### src/rtl/sme_multi_match_if.sv
// Character-load and result-stream bundle for sme_multi_match.
// master = character source / result consumer side, slave = the engine.
interface sme_multi_match_if #(
    parameter int BYTE    = 8,
    parameter int STR_ADD = 5
);
    logic [BYTE-1:0]    chardata;
    logic               isstring;
    logic               ispattern;
    logic               o_ready;
    logic               o_valid;
    logic               match;
    logic [STR_ADD-1:0] match_index;
    logic               o_last;
    logic               busy;

    modport master (
        output chardata, isstring, ispattern, o_ready,
        input  o_valid, match, match_index, o_last, busy
    );

    modport slave (
        input  chardata, isstring, ispattern, o_ready,
        output o_valid, match, match_index, o_last, busy
    );
endinterface

### src/rtl/sme_multi_match.sv
// Multi-result string matcher: serial load, NUM_PE parallel start positions per scan
// cycle, one beat per match then a count beat. Define SME_WILDCARD_EN to make '.' a wildcard.
module sme_multi_match #(
    parameter int BYTE        = 8,
    parameter int MAX_STRING  = 32,
    parameter int MAX_PATTERN = 8,
    parameter int NUM_PE      = 4,
    parameter int STR_ADD     = 5
) (
    input  logic               clk,
    input  logic               reset,
    sme_multi_match_if.slave   bus
);
    localparam int SW = STR_ADD + 1;
    localparam int PW = $clog2(MAX_PATTERN + 1);
    localparam int PA = $clog2(MAX_PATTERN);
    localparam int CW = STR_ADD + 3;

    typedef enum logic [1:0] {
        S_LOAD = 2'd0,
        S_SCAN = 2'd1,
        S_EMIT = 2'd2,
        S_TERM = 2'd3
    } state_t;

    state_t              state_q, state_d;
    logic [BYTE-1:0]     str_q [MAX_STRING];
    logic [BYTE-1:0]     str_d [MAX_STRING];
    logic [BYTE-1:0]     pat_q [MAX_PATTERN];
    logic [BYTE-1:0]     pat_d [MAX_PATTERN];
    logic [SW-1:0]       slen_q, slen_d;
    logic [PW-1:0]       plen_q, plen_d;
    logic [CW-1:0]       b_q, b_d;
    logic [STR_ADD-1:0]  count_q, count_d, count_inc_s;
    logic [NUM_PE-1:0]   hit_q, hit_d, scan_hit_s, hit_rem_s;
    logic                o_valid_q, o_valid_d, match_q, match_d, o_last_q, o_last_d;
    logic                busy_q, busy_d;
    logic [STR_ADD-1:0]  match_index_q, match_index_d;
    logic                handshake_s, last_group_s;

    function automatic logic char_eq(input logic [BYTE-1:0] s, input logic [BYTE-1:0] p);
`ifdef SME_WILDCARD_EN
        return (p == BYTE'(8'h2E)) || (s == p);
`else
        return (s == p);
`endif
    endfunction

    function automatic logic [CW-1:0] lowest_set(input logic [NUM_PE-1:0] v);
        logic [CW-1:0] r;
        r = CW'(0);
        for (int k = NUM_PE - 1; k >= 0; k--) begin
            if (v[k]) r = CW'(k);
            else      r = r;
        end
        return r;
    endfunction

    // Parallel comparators: PE k tests start position b+k against the whole pattern
    always_comb begin : pe_compare
        logic [CW-1:0] pos;
        logic [CW-1:0] cidx;
        logic          ok;
        pos        = CW'(0);
        cidx       = CW'(0);
        ok         = 1'b0;
        scan_hit_s = NUM_PE'(0);
        for (int k = 0; k < NUM_PE; k++) begin
            pos = b_q + CW'(k);
            ok  = ((pos + CW'(plen_q)) <= CW'(slen_q));
            for (int j = 0; j < MAX_PATTERN; j++) begin
                cidx = pos + CW'(j);
                if ((PW'(j) < plen_q) && (cidx >= CW'(MAX_STRING))) begin
                    ok = 1'b0;
                end else if ((PW'(j) < plen_q) && !char_eq(str_q[cidx[STR_ADD-1:0]], pat_q[j])) begin
                    ok = 1'b0;
                end else begin
                    ok = ok;
                end
            end
            scan_hit_s[k] = ok;
        end
    end

    // Next-state and next-output computation for the load/scan/emit/term sequence
    always_comb begin
        state_d       = state_q;
        str_d         = str_q;
        pat_d         = pat_q;
        slen_d        = slen_q;
        plen_d        = plen_q;
        b_d           = b_q;
        count_d       = count_q;
        hit_d         = hit_q;
        o_valid_d     = o_valid_q;
        match_d       = match_q;
        o_last_d      = o_last_q;
        match_index_d = match_index_q;
        handshake_s   = o_valid_q & bus.o_ready;
        hit_rem_s     = hit_q & (hit_q - NUM_PE'(1));
        count_inc_s   = (count_q == {STR_ADD{1'b1}}) ? count_q : (count_q + STR_ADD'(1));
        // Signed "b+NUM_PE > slen-plen" rewritten without subtraction; also true when plen > slen
        last_group_s  = (b_q + CW'(NUM_PE) + CW'(plen_q)) > CW'(slen_q);

        case (state_q)
            S_LOAD: begin
                if (bus.ispattern) begin
                    if (plen_q < PW'(MAX_PATTERN)) begin
                        pat_d[plen_q[PA-1:0]] = bus.chardata;
                        plen_d                = plen_q + PW'(1);
                    end else begin
                        plen_d = plen_q;
                    end
                end else if (bus.isstring) begin
                    if (slen_q < SW'(MAX_STRING)) begin
                        str_d[slen_q[STR_ADD-1:0]] = bus.chardata;
                        slen_d                     = slen_q + SW'(1);
                    end else begin
                        slen_d = slen_q;
                    end
                end else if ((slen_q != SW'(0)) && (plen_q != PW'(0))) begin
                    state_d = S_SCAN;
                    b_d     = CW'(0);
                    count_d = STR_ADD'(0);
                    hit_d   = NUM_PE'(0);
                end else begin
                    state_d = S_LOAD;
                end
            end
            S_SCAN: begin
                hit_d = scan_hit_s;
                if (scan_hit_s != NUM_PE'(0)) begin
                    state_d       = S_EMIT;
                    o_valid_d     = 1'b1;
                    match_d       = 1'b1;
                    o_last_d      = 1'b0;
                    match_index_d = STR_ADD'(b_q + lowest_set(scan_hit_s));
                end else if (last_group_s) begin
                    state_d       = S_TERM;
                    o_valid_d     = 1'b1;
                    match_d       = 1'b0;
                    o_last_d      = 1'b1;
                    match_index_d = count_q;
                end else begin
                    b_d = b_q + CW'(NUM_PE);
                end
            end
            S_EMIT: begin
                if (handshake_s) begin
                    hit_d   = hit_rem_s;
                    count_d = count_inc_s;
                    if (hit_rem_s != NUM_PE'(0)) begin
                        match_index_d = STR_ADD'(b_q + lowest_set(hit_rem_s));
                    end else if (last_group_s) begin
                        state_d       = S_TERM;
                        match_d       = 1'b0;
                        o_last_d      = 1'b1;
                        match_index_d = count_inc_s;
                    end else begin
                        state_d       = S_SCAN;
                        b_d           = b_q + CW'(NUM_PE);
                        o_valid_d     = 1'b0;
                        match_d       = 1'b0;
                        match_index_d = STR_ADD'(0);
                    end
                end else begin
                    hit_d = hit_q;
                end
            end
            S_TERM: begin
                if (handshake_s) begin
                    state_d       = S_LOAD;
                    slen_d        = SW'(0);
                    plen_d        = PW'(0);
                    o_valid_d     = 1'b0;
                    o_last_d      = 1'b0;
                    match_index_d = STR_ADD'(0);
                end else begin
                    state_d = S_TERM;
                end
            end
            default: begin
                state_d = S_LOAD;
            end
        endcase
        busy_d = (state_d != S_LOAD);
    end

    // State, buffers and registered outputs; reset drops any pending beat
    always_ff @(posedge clk) begin
        if (reset) begin
            state_q       <= S_LOAD;
            slen_q        <= SW'(0);
            plen_q        <= PW'(0);
            b_q           <= CW'(0);
            count_q       <= STR_ADD'(0);
            hit_q         <= NUM_PE'(0);
            o_valid_q     <= 1'b0;
            match_q       <= 1'b0;
            o_last_q      <= 1'b0;
            busy_q        <= 1'b0;
            match_index_q <= STR_ADD'(0);
        end else begin
            state_q       <= state_d;
            str_q         <= str_d;
            pat_q         <= pat_d;
            slen_q        <= slen_d;
            plen_q        <= plen_d;
            b_q           <= b_d;
            count_q       <= count_d;
            hit_q         <= hit_d;
            o_valid_q     <= o_valid_d;
            match_q       <= match_d;
            o_last_q      <= o_last_d;
            busy_q        <= busy_d;
            match_index_q <= match_index_d;
        end
    end

    assign bus.o_valid     = o_valid_q;
    assign bus.match       = match_q;
    assign bus.o_last      = o_last_q;
    assign bus.busy        = busy_q;
    assign bus.match_index = match_index_q;
endmodule

### src/flat_wrapper.sv
// flat-port wrapper written by rule: the top's interface ports become plain ports
module sme_multi_match_flat 
#(
    parameter int BYTE        = 8,
    parameter int MAX_STRING  = 32,
    parameter int MAX_PATTERN = 8,
    parameter int NUM_PE      = 4,
    parameter int STR_ADD     = 5
)
  (clk, reset, bus_chardata, bus_isstring, bus_ispattern, bus_o_ready, bus_o_valid, bus_match, bus_match_index, bus_o_last, bus_busy);
  sme_multi_match_if #(.BYTE(BYTE), .STR_ADD(STR_ADD)) bus_i ();
  input  logic clk;
  input  logic reset;
  input wire logic [$bits(bus_i.chardata)-1:0] bus_chardata;
  input wire logic [$bits(bus_i.isstring)-1:0] bus_isstring;
  input wire logic [$bits(bus_i.ispattern)-1:0] bus_ispattern;
  input wire logic [$bits(bus_i.o_ready)-1:0] bus_o_ready;
  output wire logic [$bits(bus_i.o_valid)-1:0] bus_o_valid;
  output wire logic [$bits(bus_i.match)-1:0] bus_match;
  output wire logic [$bits(bus_i.match_index)-1:0] bus_match_index;
  output wire logic [$bits(bus_i.o_last)-1:0] bus_o_last;
  output wire logic [$bits(bus_i.busy)-1:0] bus_busy;
  assign bus_i.chardata = bus_chardata;
  assign bus_i.isstring = bus_isstring;
  assign bus_i.ispattern = bus_ispattern;
  assign bus_i.o_ready = bus_o_ready;
  assign bus_o_valid = bus_i.o_valid;
  assign bus_match = bus_i.match;
  assign bus_match_index = bus_i.match_index;
  assign bus_o_last = bus_i.o_last;
  assign bus_busy = bus_i.busy;
  sme_multi_match #(.BYTE(BYTE), .MAX_STRING(MAX_STRING), .MAX_PATTERN(MAX_PATTERN), .NUM_PE(NUM_PE), .STR_ADD(STR_ADD)) u_core (.clk(clk), .reset(reset), .bus(bus_i));
endmodule
### config.mk
export PLATFORM = sky130hd
export DESIGN_NAME = sme_multi_match_flat
export DESIGN_NICKNAME = d
export VERILOG_FILES = /design/src/rtl/sme_multi_match_if.sv /design/src/rtl/sme_multi_match.sv /design/src/flat_wrapper.sv
export SDC_FILE = /design/constraint.sdc
export NUM_CORES = 1
export LEC_CHECK = 0
export CORE_AREA = 2 2 257 259
export DETAILED_ROUTE_END_ITERATION = 8
export DIE_AREA = 0 0 259 261
export PLACE_DENSITY_LB_ADDON = 0.15
export SYNTH_ARGS = -nofsm -noshare
export SYNTH_HDL_FRONTEND = slang
export SYNTH_SLANG_ARGS = --single-unit
### constraint.sdc
create_clock -name clk -period 5.4 [get_ports clk]
set_input_delay 1.35 -clock clk [delete_from_list [all_inputs] [get_ports clk]]
set_output_delay 1.35 -clock clk [all_outputs]
set_load 0.05 [all_outputs]
==> flow_summary.html <==
<table>
<tr><th>Metric</th><th>Value</th></tr>
<tr><th colspan="2">Floorplanning</th></tr>
<tr><td>Height of the die</td><td>261 um</td></tr>
<tr><td>Number of placed I/O pins</td><td>22</td></tr>
<tr><td>Die footprint</td><td>67,600 um2</td></tr>
<tr><td>Die X-Extent</td><td>around 260 um</td></tr>
<tr><td>Row count</td><td>94</td></tr>
<tr><td>Starting density of the core</td><td>42.6%</td></tr>
<tr><td>Area of the core region</td><td>approximately 65,000 um2</td></tr>
<tr><th colspan="2">Place</th></tr>
<tr><td>Cells after DPL</td><td>just over 3,000</td></tr>
<tr><td>RD Place Congestion</td><td>approximately 1.0</td></tr>
<tr><td>Total half-perimeter wirelength after legalization and detailed placement</td><td>76,900 um</td></tr>
<tr><td>Number of port buffers</td><td>21</td></tr>
<tr><td>Pre-CTS setup slack</td><td>about 73 ps</td></tr>
<tr><th colspan="2">Global routing</th></tr>
<tr><td>Global Route met2 Usage</td><td>between 40% and 50%</td></tr>
<tr><td>Global-route wire length before repair</td><td>roughly 150,000 um</td></tr>
<tr><td>Met3 routing resource usage after global routing</td><td>5.87%</td></tr>
<tr><td>Largest net degree at the start of global routing</td><td>100</td></tr>
<tr><td>Remaining global-route overflow</td><td>0</td></tr>
<tr><td>Number of global-route vias before repair</td><td>20,500</td></tr>
<tr><td>Highest-utilization routing layer at the global route stage</td><td>met2</td></tr>
<tr><td>Met1 global-route usage</td><td>42.0%</td></tr>
<tr><td>Initial antenna violation count</td><td>3</td></tr>
<tr><td>GRT Total Usage</td><td>between 30% and 40%</td></tr>
<tr><th colspan="2">Timing</th></tr>
<tr><td>Clk_skew</td><td>approximately 25 ps</td></tr>
<tr><td>Actual transition at the worst max-transition pin</td><td>1360 ps</td></tr>
<tr><td>Post-route fraction of the period consumed by the critical path</td><td>about 96%</td></tr>
<tr><td>Final Worst Setup Slack</td><td>193 ps</td></tr>
<tr><td>Unrepaired setup endpoints after global routing</td><td>false</td></tr>
<tr><td>Hold violation total from the final report</td><td>0</td></tr>
<tr><td>Max Clk Rate</td><td>roughly 190 MHz</td></tr>
<tr><td>Max-slew violation total from the final report</td><td>0</td></tr>
<tr><td>Minimum clock period after layout</td><td>5210 ps</td></tr>
<tr><td>Worst rel slew slack</td><td>9.40%</td></tr>
<tr><td>Final-report setup violation count</td><td>0</td></tr>
<tr><td>Final total negative setup slack</td><td>0 ps</td></tr>
<tr><th colspan="2">Final layout</th></tr>
<tr><td>Final Instance Count excl. Fillers</td><td>approximately 3,200</td></tr>
<tr><td>Fin util</td><td>47.0%</td></tr>
<tr><td>Layout cell share with drive strength beyond 1</td><td>about a fifth</td></tr>
<tr><td>Area added between synthesis and finish</td><td>10.4%</td></tr>
<tr><td>Final-layout fill cell count</td><td>5,746</td></tr>
<tr><td>Leading cell type in the layout, fill and taps excluded</td><td>sky130_fd_sc_hd__edfxtp_1</td></tr>
<tr><td>Total Nets Final</td><td>approximately 2,400</td></tr>
<tr><td>Antenna diodes</td><td>0</td></tr>
<tr><td>Seq. cell area</td><td>between 10,000 and 15,000 um2</td></tr>
<tr><td>Area used by multi-input combinational logic</td><td>around 16,000 um2</td></tr>
<tr><td>Leading cell types in the layout, fill and taps excluded</td><td>sky130_fd_sc_hd__edfxtp_1, sky130_fd_sc_hd__mux4_2, sky130_fd_sc_hd__mux2i_1</td></tr>
<tr><th colspan="2">Logic synthesis</th></tr>
<tr><td>Count of synthesis-stage warnings from yosys</td><td>0</td></tr>
<tr><td>Seq cells post-synth</td><td>356</td></tr>
<tr><td>Syn nets</td><td>2,361</td></tr>
<tr><td>Distinct cell type count of the synthesized netlist</td><td>97</td></tr>
<tr><td>Syn Std Cell Area</td><td>about 28,000 um2</td></tr>
<tr><td>Commonest register cell after synthesis</td><td>sky130_fd_sc_hd__edfxtp_1</td></tr>
<tr><td>Count of flip-flops with a built-in enable after synthesis</td><td>320</td></tr>
<tr><td>Fraction of registers with async set/reset</td><td>0%</td></tr>
<tr><td>Sequential-to-total area share from yosys stat</td><td>around 37%</td></tr>
<tr><td>Syn Inst Count</td><td>approximately 2,300</td></tr>
<tr><td>Mean instance size in the synthesized netlist</td><td>roughly 12 um2</td></tr>
<tr><th colspan="2">Pwr</th></tr>
<tr><td>Cell leakage power</td><td>roughly 10 nW</td></tr>
<tr><td>Largest voltage drop on the vdd net</td><td>~0.21 mV</td></tr>
<tr><td>Pwr Density</td><td>between 200 and 300 nW/um2</td></tr>
<tr><th colspan="2">CTS</th></tr>
<tr><td>Library cell used as clock root buffer</td><td>sky130_fd_sc_hd__clkbuf_16</td></tr>
<tr><td>TritonCTS clock tree</td><td>done</td></tr>
<tr><td>Worst-skew pair later-pin latency</td><td>~590 ps</td></tr>
<tr><td>Hold Buf Count CTS</td><td>0</td></tr>
<tr><td>CTS buffer count</td><td>43</td></tr>
<tr><td>H-tree depth reported by CTS</td><td>2</td></tr>
<tr><td>Clock Sinks</td><td>approximately 360</td></tr>
<tr><td>Clock slew at reported path FFs</td><td>roughly 60 ps</td></tr>
<tr><td>Buffers from clock root to sink, at most</td><td>3</td></tr>
<tr><th colspan="2">Detailed routing</th></tr>
<tr><td>Aggregate routed wire length</td><td>~110,000 um</td></tr>
<tr><td>Remaining design rule violation count</td><td>0</td></tr>
<tr><td>Average wire per cell in the routed design</td><td>33.3 um</td></tr>
<tr><td>Number of design-rule violations left by the first detailed-router iteration</td><td>between 2,000 and 3,000</td></tr>
<tr><td>Total via count after detailed routing</td><td>between 20,000 and 25,000</td></tr>
<tr><td>Final antenna-violating net count</td><td>0</td></tr>
<tr><td>Mean number of vias per cell</td><td>6.74</td></tr>
<tr><td>Pre-antenna DRT Iters</td><td>7</td></tr>
<tr><th colspan="2">Worst hold path</th></tr>
<tr><td>Path type of the worst min-delay path</td><td>reg2reg</td></tr>
<tr><th colspan="2">Setup path</th></tr>
<tr><td>Critical path's top delay family</td><td>compound AO/OA/AOI/OAI gates</td></tr>
<tr><td>R2r endpoint</td><td>u_core.bus.match_index[0]$_SDFFE_PP0P_</td></tr>
<tr><td>Instance count on the critical path</td><td>15</td></tr>
<tr><td>Critical path arrival</td><td>5670 ps</td></tr>
<tr><td>Worst reg2reg startpoint</td><td>u_core.b_q[3]$_SDFFE_PP0P_</td></tr>
<tr><td>Kind of start point of the critical path</td><td>register</td></tr>
<tr><td>Slowest CP cell</td><td>sky130_fd_sc_hd__dfxtp_4</td></tr>
<tr><td>Slack of the worst reg-to-reg path</td><td>between 150 and 200 ps</td></tr>
<tr><td>Required time of the worst setup path</td><td>roughly 5900 ps</td></tr>
<tr><td>Kind of end point of the critical path</td><td>register</td></tr>
<tr><td>Bufs and invs on worst path</td><td>2</td></tr>
<tr><td>Largest stage delay, worst path</td><td>~560 ps</td></tr>
<tr><td>Worst R2R Path Depth</td><td>15</td></tr>
<tr><td>Crit path to</td><td>u_core.bus.match_index[0]$_SDFFE_PP0P_</td></tr>
<tr><td>Biggest fanout along the worst timing path</td><td>36</td></tr>
<tr><td>Critical path type</td><td>reg2reg</td></tr>
<tr><td>Cell chain of the critical path</td><td>ha_1 &gt; xor2_4 &gt; buf_12 &gt; mux4_2 &gt; mux2i_1 &gt; xor2_1 &gt; nand4_1 &gt; o41ai_2 &gt; buf_4 &gt; o221ai_1 &gt; nor4_4 &gt; and4bb_4 &gt; a21boi_4 &gt; o21ai_0 &gt; o221a_2</td></tr>
<tr><td>Worst setup path startpoint</td><td>u_core.b_q[3]$_SDFFE_PP0P_</td></tr>
<tr><th colspan="2">Flow run</th></tr>
<tr><td>Number of maximum-capacitance violations</td><td>0</td></tr>
<tr><th colspan="2">Run status</th></tr>
<tr><td>Outcome</td><td>finished clean</td></tr>
</table>
==> worst min-delay path: stages (launching register included) <==
cell and delay [ps]:
sky130_fd_sc_hd__dfxtp_1 330, sky130_fd_sc_hd__nand2b_1 80, sky130_fd_sc_hd__a21oi_1 50
==> where the power goes <==
part,switching (mW),internal (mW)
combinational,1.07,0.616
clock,1.24,1.85
sequential,0.113,3.07
==> synth_stat cells, types with 8 or more instances <==
cell type	instances	share of area [%]
sky130_fd_sc_hd__xnor2_1	184	5.8
sky130_fd_sc_hd__nand3_1	49	0.89
sky130_fd_sc_hd__nor2b_1	13	0.29
sky130_fd_sc_hd__o211ai_1	12	0.33
sky130_fd_sc_hd__buf_1	30	0.41
sky130_fd_sc_hd__nand4_1	36	0.81
sky130_fd_sc_hd__xor2_1	152	4.8
sky130_fd_sc_hd__o21ai_0	61	1.1
sky130_fd_sc_hd__buf_2	54	0.98
sky130_fd_sc_hd__o21a_1	12	0.33
sky130_fd_sc_hd__mux4_2	231	19
sky130_fd_sc_hd__edfxtp_1	320	35
sky130_fd_sc_hd__dfxtp_1	36	2.6
sky130_fd_sc_hd__buf_4	25	0.68
sky130_fd_sc_hd__nand2b_1	15	0.34
sky130_fd_sc_hd__inv_1	39	0.53
sky130_fd_sc_hd__mux2i_1	189	6.8
sky130_fd_sc_hd__nand2_1	122	1.7
sky130_fd_sc_hd__a211oi_1	8	0.22
sky130_fd_sc_hd__clkbuf_1	53	0.72
sky130_fd_sc_hd__a22oi_1	16	0.43
sky130_fd_sc_hd__nor3_1	58	1.0
sky130_fd_sc_hd__nor2_1	136	1.8
sky130_fd_sc_hd__a21o_1	11	0.30
sky130_fd_sc_hd__nor4_1	21	0.47
sky130_fd_sc_hd__a31oi_1	25	0.56
sky130_fd_sc_hd__o22ai_1	29	0.66
sky130_fd_sc_hd__nand3b_1	11	0.30
sky130_fd_sc_hd__ha_1	59	2.7
sky130_fd_sc_hd__and3_1	13	0.29
sky130_fd_sc_hd__mux2_2	19	0.77
sky130_fd_sc_hd__nor3b_1	21	0.57
sky130_fd_sc_hd__a21oi_1	73	1.3
sky130_fd_sc_hd__buf_6	17	0.69
==> flip-flops by register name (all words and copies together) (netlist names) <==
signal and count:
u_core.bus.o_last 1, u_core.count_q 5, u_core.b_q 6, u_core.state_q 2
u_core.plen_q 4, u_core.bus.match 1, u_core.str_q 256, u_core.bus.match_index 5
u_core.bus.o_valid 1, u_core.slen_q 6, u_core.bus.busy 1, u_core.hit_q 4
u_core.pat_q 64
==> layout make-up <==
class	count	share of cell area, %
clock buffer	47	3.57
clock inverter	32	1.33
inverter	42	0.524
multi-input combinational	1709	53.2
sequential	356	33.8
tap	864	3.54
timing repair buffer	141	3.97
==> timing repair <==
| action | in CTS | in global routing |
|---|---|---|
| endpoints found under the setup margin | 0 | 12 |
| buffers inserted | 0 | 9 |
| resized for setup | 0 | 5 |
==> routing by layer <==
metal | share of wire, % | up-vias
met1 | 39 | 10900
li1 | - | 8891
met3 | 9.8 | 293
met2 | 45 | 1362
met5 | 0.038 | -
met4 | 5.8 | 6
==> worst min-delay path by stage <==
stage	from	end	cells after the start	slack, ps
after floorplan	u_core.hit_q[3]$_SDFFE_PP0P_	u_core.hit_q[3]$_SDFFE_PP0P_	2	470
after global placement	u_core.bus.match$_SDFFE_PP0P_	u_core.bus.match$_SDFFE_PP0P_	2	490
after detailed placement	u_core.bus.match$_SDFFE_PP0P_	u_core.bus.match$_SDFFE_PP0P_	2	500
after CTS	u_core.bus.match$_SDFFE_PP0P_	u_core.bus.match$_SDFFE_PP0P_	2	500
after global routing	u_core.bus.match$_SDFFE_PP0P_	u_core.bus.match$_SDFFE_PP0P_	2	510
final	u_core.bus.match$_SDFFE_PP0P_	u_core.bus.match$_SDFFE_PP0P_	2	510
==> through the flow <==
step | hold WS (ps) | power [mW] | area [um2]
finish | 510 | 7.97 | 30600
global route | 512 | 8.27 | 30600
CTS | 503 | 7.99 | 30500
detailed placement | 495 | 4.89 | 29000
floorplan | 467 | 4.38 | 27700
global placement | 488 | 4.86 | 29000
==> cells by family after synthesis <==
kind of cell	count (synthesis)	synth area share, %
AOI/OAI and AO/OA	329	7.96
and+or+nand+nor	529	9.59
xor gates and xnor gates	339	10.9
adders and majority gates	61	2.77
other	1	0.0135
buffers and inverters	223	4.18
muxes	450	27.3
DFF	356	37.3
No activity file was read; power rests on OpenSTA's default activity.
